### src/rtl/key_bounce_gen_if.sv
`default_nettype none
// ============================================================================
// Module      : key_bounce_gen_if
// Description : Command/status bundle between a requester and the
//               key_bounce_gen mechanical-key emulator.
//   Start      - one-cycle request to run one press/release sequence
//   Press_Cyc  - stable-low hold length in cycles (latched on accepted Start)
//   Key        - emulated bouncy key line, idle high
//   Key_Ideal  - clean reference level
//   Busy       - sequence in progress
//   Done       - one-cycle pulse when a sequence completes
//   Edge_Cnt   - Key transition count (only with KEY_GEN_EDGE_CNT_EN)
// Modports    : master (requester side), slave (emulator side)
// Macro       : KEY_GEN_EDGE_CNT_EN adds Edge_Cnt
// Revision    : 1.0 - initial release
// ============================================================================
interface key_bounce_gen_if;
  logic        Start;
  logic [31:0] Press_Cyc;
  logic        Key;
  logic        Key_Ideal;
  logic        Busy;
  logic        Done;
`ifdef KEY_GEN_EDGE_CNT_EN
  logic [15:0] Edge_Cnt;

  modport master (
    output Start, Press_Cyc,
    input  Key, Key_Ideal, Busy, Done, Edge_Cnt
  );
  modport slave (
    input  Start, Press_Cyc,
    output Key, Key_Ideal, Busy, Done, Edge_Cnt
  );
`else
  modport master (
    output Start, Press_Cyc,
    input  Key, Key_Ideal, Busy, Done
  );
  modport slave (
    input  Start, Press_Cyc,
    output Key, Key_Ideal, Busy, Done
  );
`endif
endinterface
`default_nettype wire

### src/rtl/key_bounce_gen.sv
`default_nettype none
// ============================================================================
// Module      : key_bounce_gen
// Description : Mechanical-key emulator. On Start it drives Key through a
//               falling bounce, a stable low hold, a rising bounce and a
//               stable high settle, then pulses Done. Bounce run lengths
//               come from a 16-bit Galois LFSR (mask 16'hB400), so the
//               waveform is reproducible from reset.
// Ports       : Clk    - system clock
//               Reset  - synchronous, active-high reset
//               bus    - key_bounce_gen_if.slave (Start, Press_Cyc in;
//                        Key, Key_Ideal, Busy, Done [, Edge_Cnt] out)
// Macro       : KEY_GEN_EDGE_CNT_EN adds the 16-bit saturating Edge_Cnt
// Revision    : 1.0 - initial release
// ============================================================================
module key_bounce_gen #(
  parameter int unsigned BOUNCE_CYC  = 500000,
  parameter int unsigned GLITCH_BITS = 12,
  parameter int unsigned SETTLE_CYC  = 1100000,
  parameter logic [15:0] SEED        = 16'hACE1
) (
  input  logic             Clk,
  input  logic             Reset,
  key_bounce_gen_if.slave  bus
);

  localparam logic [15:0] c_lfsr_mask   = 16'hB400;
  localparam logic [15:0] c_seed        = (SEED == 16'h0000) ? 16'h0001 : SEED;
  localparam logic [31:0] c_bounce_last = 32'(BOUNCE_CYC - 1);
  localparam logic [31:0] c_settle_last = 32'(SETTLE_CYC - 1);
  localparam int unsigned c_tog_w       = GLITCH_BITS + 1;

  typedef enum logic [2:0] {
    S_IDLE     = 3'd0,
    S_P_BOUNCE = 3'd1,
    S_HOLD     = 3'd2,
    S_R_BOUNCE = 3'd3,
    S_SETTLE   = 3'd4
  } state_t;

  state_t               r_state,     w_state_nxt;
  logic [31:0]          r_phase_cnt, w_phase_cnt_nxt;
  logic [31:0]          r_press,     w_press_nxt;
  logic [c_tog_w-1:0]   r_tog_cnt,   w_tog_cnt_nxt;
  logic [15:0]          r_lfsr,      w_lfsr_nxt;
  logic                 r_key,       w_key_nxt;
  logic                 r_key_ideal, w_key_ideal_nxt;
  logic                 r_busy,      w_busy_nxt;
  logic                 r_done,      w_done_nxt;
  logic [c_tog_w-1:0]   w_interval;
  logic [31:0]          w_phase_inc;
  logic                 w_accept;
  logic                 w_level;

  assign w_lfsr_nxt  = {1'b0, r_lfsr[15:1]} ^ (r_lfsr[0] ? c_lfsr_mask : 16'h0000);
  assign w_interval  = c_tog_w'(r_lfsr[GLITCH_BITS-1:0]) + c_tog_w'(1);
  assign w_phase_inc = r_phase_cnt + 32'd1;
  assign w_accept    = (r_state == S_IDLE) && bus.Start;
  // Settled level of the current bounce phase: low for press, high for release.
  assign w_level     = (r_state == S_R_BOUNCE);

  always_ff @(posedge Clk) begin
    if (Reset) begin
      r_state     <= S_IDLE;
      r_phase_cnt <= 32'd0;
      r_press     <= 32'd0;
      r_tog_cnt   <= '0;
      r_lfsr      <= c_seed;
      r_key       <= 1'b1;
      r_key_ideal <= 1'b1;
      r_busy      <= 1'b0;
      r_done      <= 1'b0;
    end else begin
      r_state     <= w_state_nxt;
      r_phase_cnt <= w_phase_cnt_nxt;
      r_press     <= w_press_nxt;
      r_tog_cnt   <= w_tog_cnt_nxt;
      r_lfsr      <= w_lfsr_nxt;
      r_key       <= w_key_nxt;
      r_key_ideal <= w_key_ideal_nxt;
      r_busy      <= w_busy_nxt;
      r_done      <= w_done_nxt;
    end
  end

  always_comb begin
    w_state_nxt     = r_state;
    w_phase_cnt_nxt = r_phase_cnt;
    w_press_nxt     = r_press;
    w_tog_cnt_nxt   = r_tog_cnt;
    w_key_nxt       = r_key;
    w_key_ideal_nxt = r_key_ideal;
    w_busy_nxt      = r_busy;
    w_done_nxt      = 1'b0;

    case (r_state)
      S_IDLE: begin
        if (w_accept) begin
          w_press_nxt     = (bus.Press_Cyc == 32'd0) ? 32'd1 : bus.Press_Cyc;
          w_state_nxt     = S_P_BOUNCE;
          w_phase_cnt_nxt = 32'd0;
          w_tog_cnt_nxt   = w_interval;
          w_key_nxt       = 1'b0;
          w_key_ideal_nxt = 1'b0;
          w_busy_nxt      = 1'b1;
        end
      end

      S_P_BOUNCE, S_R_BOUNCE: begin
        // Counter value 1 marks the last cycle of the current run.
        w_tog_cnt_nxt = (r_tog_cnt == c_tog_w'(1)) ? w_interval : r_tog_cnt - c_tog_w'(1);
        if (r_phase_cnt == c_bounce_last) begin
          w_phase_cnt_nxt = 32'd0;
          if (r_state == S_P_BOUNCE) begin
            w_state_nxt = S_HOLD;
            w_key_nxt   = 1'b0;
          end else begin
            w_state_nxt = S_SETTLE;
            w_key_nxt   = 1'b1;
          end
        end else begin
          w_phase_cnt_nxt = w_phase_inc;
          // Phase end wins over a toggle landing on the final cycle.
          if (w_phase_inc == c_bounce_last) begin
            w_key_nxt = w_level;
          end else if (r_tog_cnt == c_tog_w'(1)) begin
            w_key_nxt = ~r_key;
          end
        end
      end

      S_HOLD: begin
        if (r_phase_cnt == r_press - 32'd1) begin
          w_state_nxt     = S_R_BOUNCE;
          w_phase_cnt_nxt = 32'd0;
          w_tog_cnt_nxt   = w_interval;
          w_key_nxt       = 1'b1;
          w_key_ideal_nxt = 1'b1;
        end else begin
          w_phase_cnt_nxt = w_phase_inc;
        end
      end

      S_SETTLE: begin
        if (r_phase_cnt == c_settle_last) begin
          w_state_nxt     = S_IDLE;
          w_phase_cnt_nxt = 32'd0;
          w_busy_nxt      = 1'b0;
          w_done_nxt      = 1'b1;
        end else begin
          w_phase_cnt_nxt = w_phase_inc;
        end
      end

      default: begin
        w_state_nxt     = S_IDLE;
        w_phase_cnt_nxt = 32'd0;
        w_key_nxt       = 1'b1;
        w_key_ideal_nxt = 1'b1;
        w_busy_nxt      = 1'b0;
      end
    endcase
  end

  assign bus.Key       = r_key;
  assign bus.Key_Ideal = r_key_ideal;
  assign bus.Busy      = r_busy;
  assign bus.Done      = r_done;

`ifdef KEY_GEN_EDGE_CNT_EN
  logic [15:0] r_edge_cnt;
  logic [15:0] w_edge_base;

  // An accepted Start clears the count, but the falling edge it causes
  // still counts, so the base is zero and the increment applies on top.
  assign w_edge_base = w_accept ? 16'h0000 : r_edge_cnt;

  always_ff @(posedge Clk) begin
    if (Reset) begin
      r_edge_cnt <= 16'h0000;
    end else if ((w_key_nxt != r_key) && (w_edge_base != 16'hFFFF)) begin
      r_edge_cnt <= w_edge_base + 16'h0001;
    end else begin
      r_edge_cnt <= w_edge_base;
    end
  end

  assign bus.Edge_Cnt = r_edge_cnt;
`endif

endmodule
`default_nettype wire

### src/flat_wrapper.sv
// flat-port wrapper written by rule: the top's interface ports become plain ports
module key_bounce_gen_flat 
#(
  parameter int unsigned BOUNCE_CYC  = 500000,
  parameter int unsigned GLITCH_BITS = 12,
  parameter int unsigned SETTLE_CYC  = 1100000,
  parameter logic [15:0] SEED        = 16'hACE1
)
  (Clk, Reset, bus_Start, bus_Press_Cyc, bus_Key, bus_Key_Ideal, bus_Busy, bus_Done);
  key_bounce_gen_if bus_i ();
  input  logic Clk;
  input  logic Reset;
  input wire logic [$bits(bus_i.Start)-1:0] bus_Start;
  input wire logic [$bits(bus_i.Press_Cyc)-1:0] bus_Press_Cyc;
  output wire logic [$bits(bus_i.Key)-1:0] bus_Key;
  output wire logic [$bits(bus_i.Key_Ideal)-1:0] bus_Key_Ideal;
  output wire logic [$bits(bus_i.Busy)-1:0] bus_Busy;
  output wire logic [$bits(bus_i.Done)-1:0] bus_Done;
  assign bus_i.Start = bus_Start;
  assign bus_i.Press_Cyc = bus_Press_Cyc;
  assign bus_Key = bus_i.Key;
  assign bus_Key_Ideal = bus_i.Key_Ideal;
  assign bus_Busy = bus_i.Busy;
  assign bus_Done = bus_i.Done;
  key_bounce_gen #(.BOUNCE_CYC(BOUNCE_CYC), .GLITCH_BITS(GLITCH_BITS), .SETTLE_CYC(SETTLE_CYC), .SEED(SEED)) u_core (.Clk(Clk), .Reset(Reset), .bus(bus_i));
endmodule
### config.mk
export PLATFORM = sky130hd
export DESIGN_NAME = key_bounce_gen_flat
export DESIGN_NICKNAME = d
export VERILOG_FILES = /design/src/rtl/key_bounce_gen_if.sv /design/src/rtl/key_bounce_gen.sv /design/src/flat_wrapper.sv
export SDC_FILE = /design/constraint.sdc
export NUM_CORES = 1
export LEC_CHECK = 0
export CAP_MARGIN = 20
export CORE_AREA = 3 3 108 110
export CTS_CLUSTER_SIZE = 10
export DETAILED_ROUTE_END_ITERATION = 10
export DIE_AREA = 0 0 111 113
export PLACE_DENSITY_LB_ADDON = 0.05
export SYNTH_ARGS = -nofsm -noshare
export SYNTH_HDL_FRONTEND = slang
export SYNTH_SLANG_ARGS = --single-unit
### constraint.sdc
create_clock -name Clk -period 4.3 [get_ports Clk]
set_input_delay 0.86 -clock Clk [delete_from_list [all_inputs] [get_ports Clk]]
set_output_delay 0.86 -clock Clk [all_outputs]
set_load 0.03 [all_outputs]
==> metrics.md <==
| Metric | Value |
|---|---|
| Status | finished clean |
| Root Driver | clkbuf_8 |
| Antenna violations before repair | 0 |
| Mapped Nets | 895 |
| Row cnt | 38 |
| Fraction of registers with async set/reset | 0% |
| Fmax achieved | 246 MHz |
| Slew HR | 36.7% |
| Residual DRC | 0 |
| Post-DR wirelength/cell | 17.4 um |
| Pwr dens | 314 mW/mm^2 |
| Layout Nets | 895 |
| Ratio of cells with drive above 1 in the final layout | 7.11% |
| Placed Area | 0.00681 sq mm |
| Area Overhead vs Synth | 10.1% |
| Worst setup EP type | flip-flop |
| CTS Buf Count | 9 |
| Core area | 0.0108 sq mm |
| Commonest non-fill, non-tap cell in the layout | nand2_1 |
| DIE AREA | 0.0125 sq mm |
| Yosys reg bits | 100 |
| Crit path launch type | flip-flop |
| Worst-Skew Late Latency | 390 ps |
| # setup viols final | 0 |
| Diode count | 0 |
| Global-route wire length before repair | 28300 um |
| Largest net degree at the start of global routing | 72 |
| Unrepaired setup endpoints after global routing | no |
| 1st-iter DRT viols | 611 |
| Setup Total Neg Slack | 0 ps |
| Total power | 2.22 mW |
| Slowest stage delay, CP | 570 ps |
| Netlist cell types | 70 |
| H-tree levels | 3 |
| Post-DP HPWL | 12900 um |
| Post-Syn Area | 0.00640 sq mm |
| Final Hold Viols | 0 |
| Top cells by area, synth | dfxtp_1 31%, nand2_1 7.2%, xnor2_1 5.5% |
| Clock tree from TritonCTS | done |
| Port Buffers | 38 |
| Area leader, netlist | dfxtp_1 |
| Worst-path maximum fanout | 23 |
| Worst path cell trace | inv_1 -> ha_1 -> or4b_4 -> nor4_4 -> buf_4 -> nand4b_1 -> xnor2_1 -> a2111oi_1 -> nand4_1 -> or4_4 -> a211oi_4 -> buf_12 -> o21ai_0 -> a32o_1 |
| Predominant post-synthesis flop cell | dfxtp_1 |
| DR pass1 iterations | 6 |
| Gr usage total | 27.7% |
| Max-slew violation count | 0 |
| Setup ws final | 234 ps |
| Number of synthesized flops with an enable pin | 0 |
| Post-synthesis cell count | 854 |
| Gpl congestion | 0.915 |
| CP max-delay cell | or4_4 |
| Min-delay worst type | reg -> reg |
| Starting Density | 59.3% |
| Req. time, crit path | 4590 ps |
| Die W | 111 um |
| CTS max path bufs | 2 |
| Finished Cell Area | 0.00705 sq mm |
| Synth top area share | 31.3% |
| Slew @ Worst Pin | 948 ps |
| Final min period | 4070 ps |
| Via count | 6253 |
| Syn_area_per_cell | 7.50 sq um |
| Dpl ws | 140 ps |
| Final period utilization | 94.6% |
| Vias per cell | 6.27 |
| Maximum VDD drop | 0.318 mV |
| Seq/Total Area, Yosys | 31.3% |
| Core Util, Final | 65.3% |
| Setup Crit Path Kind | reg -> reg |
| CTS sink cnt | 100 |
| Hold buffer count at CTS | 0 |
| Via count of the first global-routing pass | 5737 |
| Most frequent cells in the layout | 123 x nand2_1, 100 x dfxtp_1, 65 x a21oi_1 |
| Max-cap violations | 0 |
| Worst-path clk slew | 100 ps |
| Leakage power | 2.51 nW |
| Ys Warns | 0 |
| Worst EP arrival | 4360 ps |
| Final wirelength | 17400 um |
| Skew final | 13.0 ps |
| Die H | 113 um |
| Final ANT Viol Nets | 0 |
| # IOs | 39 |
| GRT overflow | 0 |
## final timing paths
| kind | slack [ps] | to | depth (start not counted) | from |
|---|---|---|---|---|
| min | 400 | u_core.r_lfsr[11] | 1 | u_core.r_lfsr[12] |
| max | 230 | u_core.r_tog_cnt[3] | 14 | u_core.r_press[0] |
| max reg2reg | 230 | u_core.r_tog_cnt[3] | 14 | u_core.r_press[0] |
| min reg2reg | 400 | u_core.r_lfsr[11] | 1 | u_core.r_lfsr[12] |
## flip-flops by register name, summed over array words and instances, names as in the netlist
| signal | flops |
|---|---|
| u_core.r_press | 32 |
| u_core.r_lfsr | 16 |
| u_core.bus.Done | 1 |
| u_core.bus.Key | 1 |
| u_core.r_tog_cnt | 13 |
| u_core.r_phase_cnt | 32 |
| u_core.bus.Key_Ideal | 1 |
| u_core.bus.Busy | 1 |
| u_core.r_state | 3 |
## metrics by stage
stage | cells | hold slack, ps
2_1_floorplan | 854 | 389
3_3_place_gp | 980 | 391
3_5_place_dp | 980 | 395
4_1_cts | 995 | 409
5_1_grt | 998 | 444
6_report | 998 | 405
## power by group
| part | internal [mW] | switching [mW] |
|---|---|---|
| logic | 0.236 | 0.302 |
| clock network | 0.285 | 0.338 |
| registers | 0.980 | 0.0739 |
## cell usage after synthesis (5+ instances only)
library cell and number:
nand2b_1 12, nand4_1 19, a32o_1 8, nand3b_1 7, ha_1 6, and3_1 11, or4_1 6, nor2_1 63
xor2_1 27, nor3_1 26, mux2i_1 10, clkbuf_1 56, dfxtp_1 100, and4_1 5, xnor2_1 40, inv_1 12
a211oi_1 14, a31oi_1 17, or2_2 11, nand3_1 35, and2_1 5, o21ai_0 27, nand2_1 123, buf_2 5
or3_1 8, nor2b_1 19, a21oi_1 65, nor4_1 35
## final cells by class
type	count	area [sq um]
Sequential cell	100	2000
Clock inverter	5	60.1
Fill cell	955	3740
Multi-Input combinational cell	674	4100
Inverter	12	45.0
Tap cell	140	175
Timing Repair Buffer	57	531
Clock buffer	10	138
## per-layer routing
metal | GRT usage, % | share of wire [%] | vias up
met4 | 7.64 | 1.7 | 0
met2 | 44.5 | 45 | 237
met5 | 0 | 0 | -
met1 | 38.0 | 47 | 2918
li1 | - | - | 3071
met3 | 5.78 | 6.7 | 27
## worst max-delay path: cells and delay by family (launching register included)
family | cells | cell delay, ps
buf+inv | 3 | 480
compound gates | 4 | 1070
simple gates | 5 | 1710
flops | 1 | 350
xor+xnor | 1 | 160
fa+ha+maj | 1 | 190
## kinds of logic (layout without fill, tap and decap cells)
group                    Yosys count  after routing  share of synthesized area [%]
buffers and inverters             80             84                           5.08
AO/OA/AOI/OAI                    182            182                           18.4
AND/OR/NAND/NOR                  407            407                           33.0
flip-flops                       100            100                           31.3
adder cells (fa/ha/maj)            6              6                           1.17
multiplexers                      12             12                           1.91
XOR/XNOR                          67             67                           9.16
## timing repair
action,CTS,global route
setup buffers,0,2
gates resized for setup,0,6
endpoints found under the setup margin,0,24
Note: power is estimated with default switching activity, not from simulation.
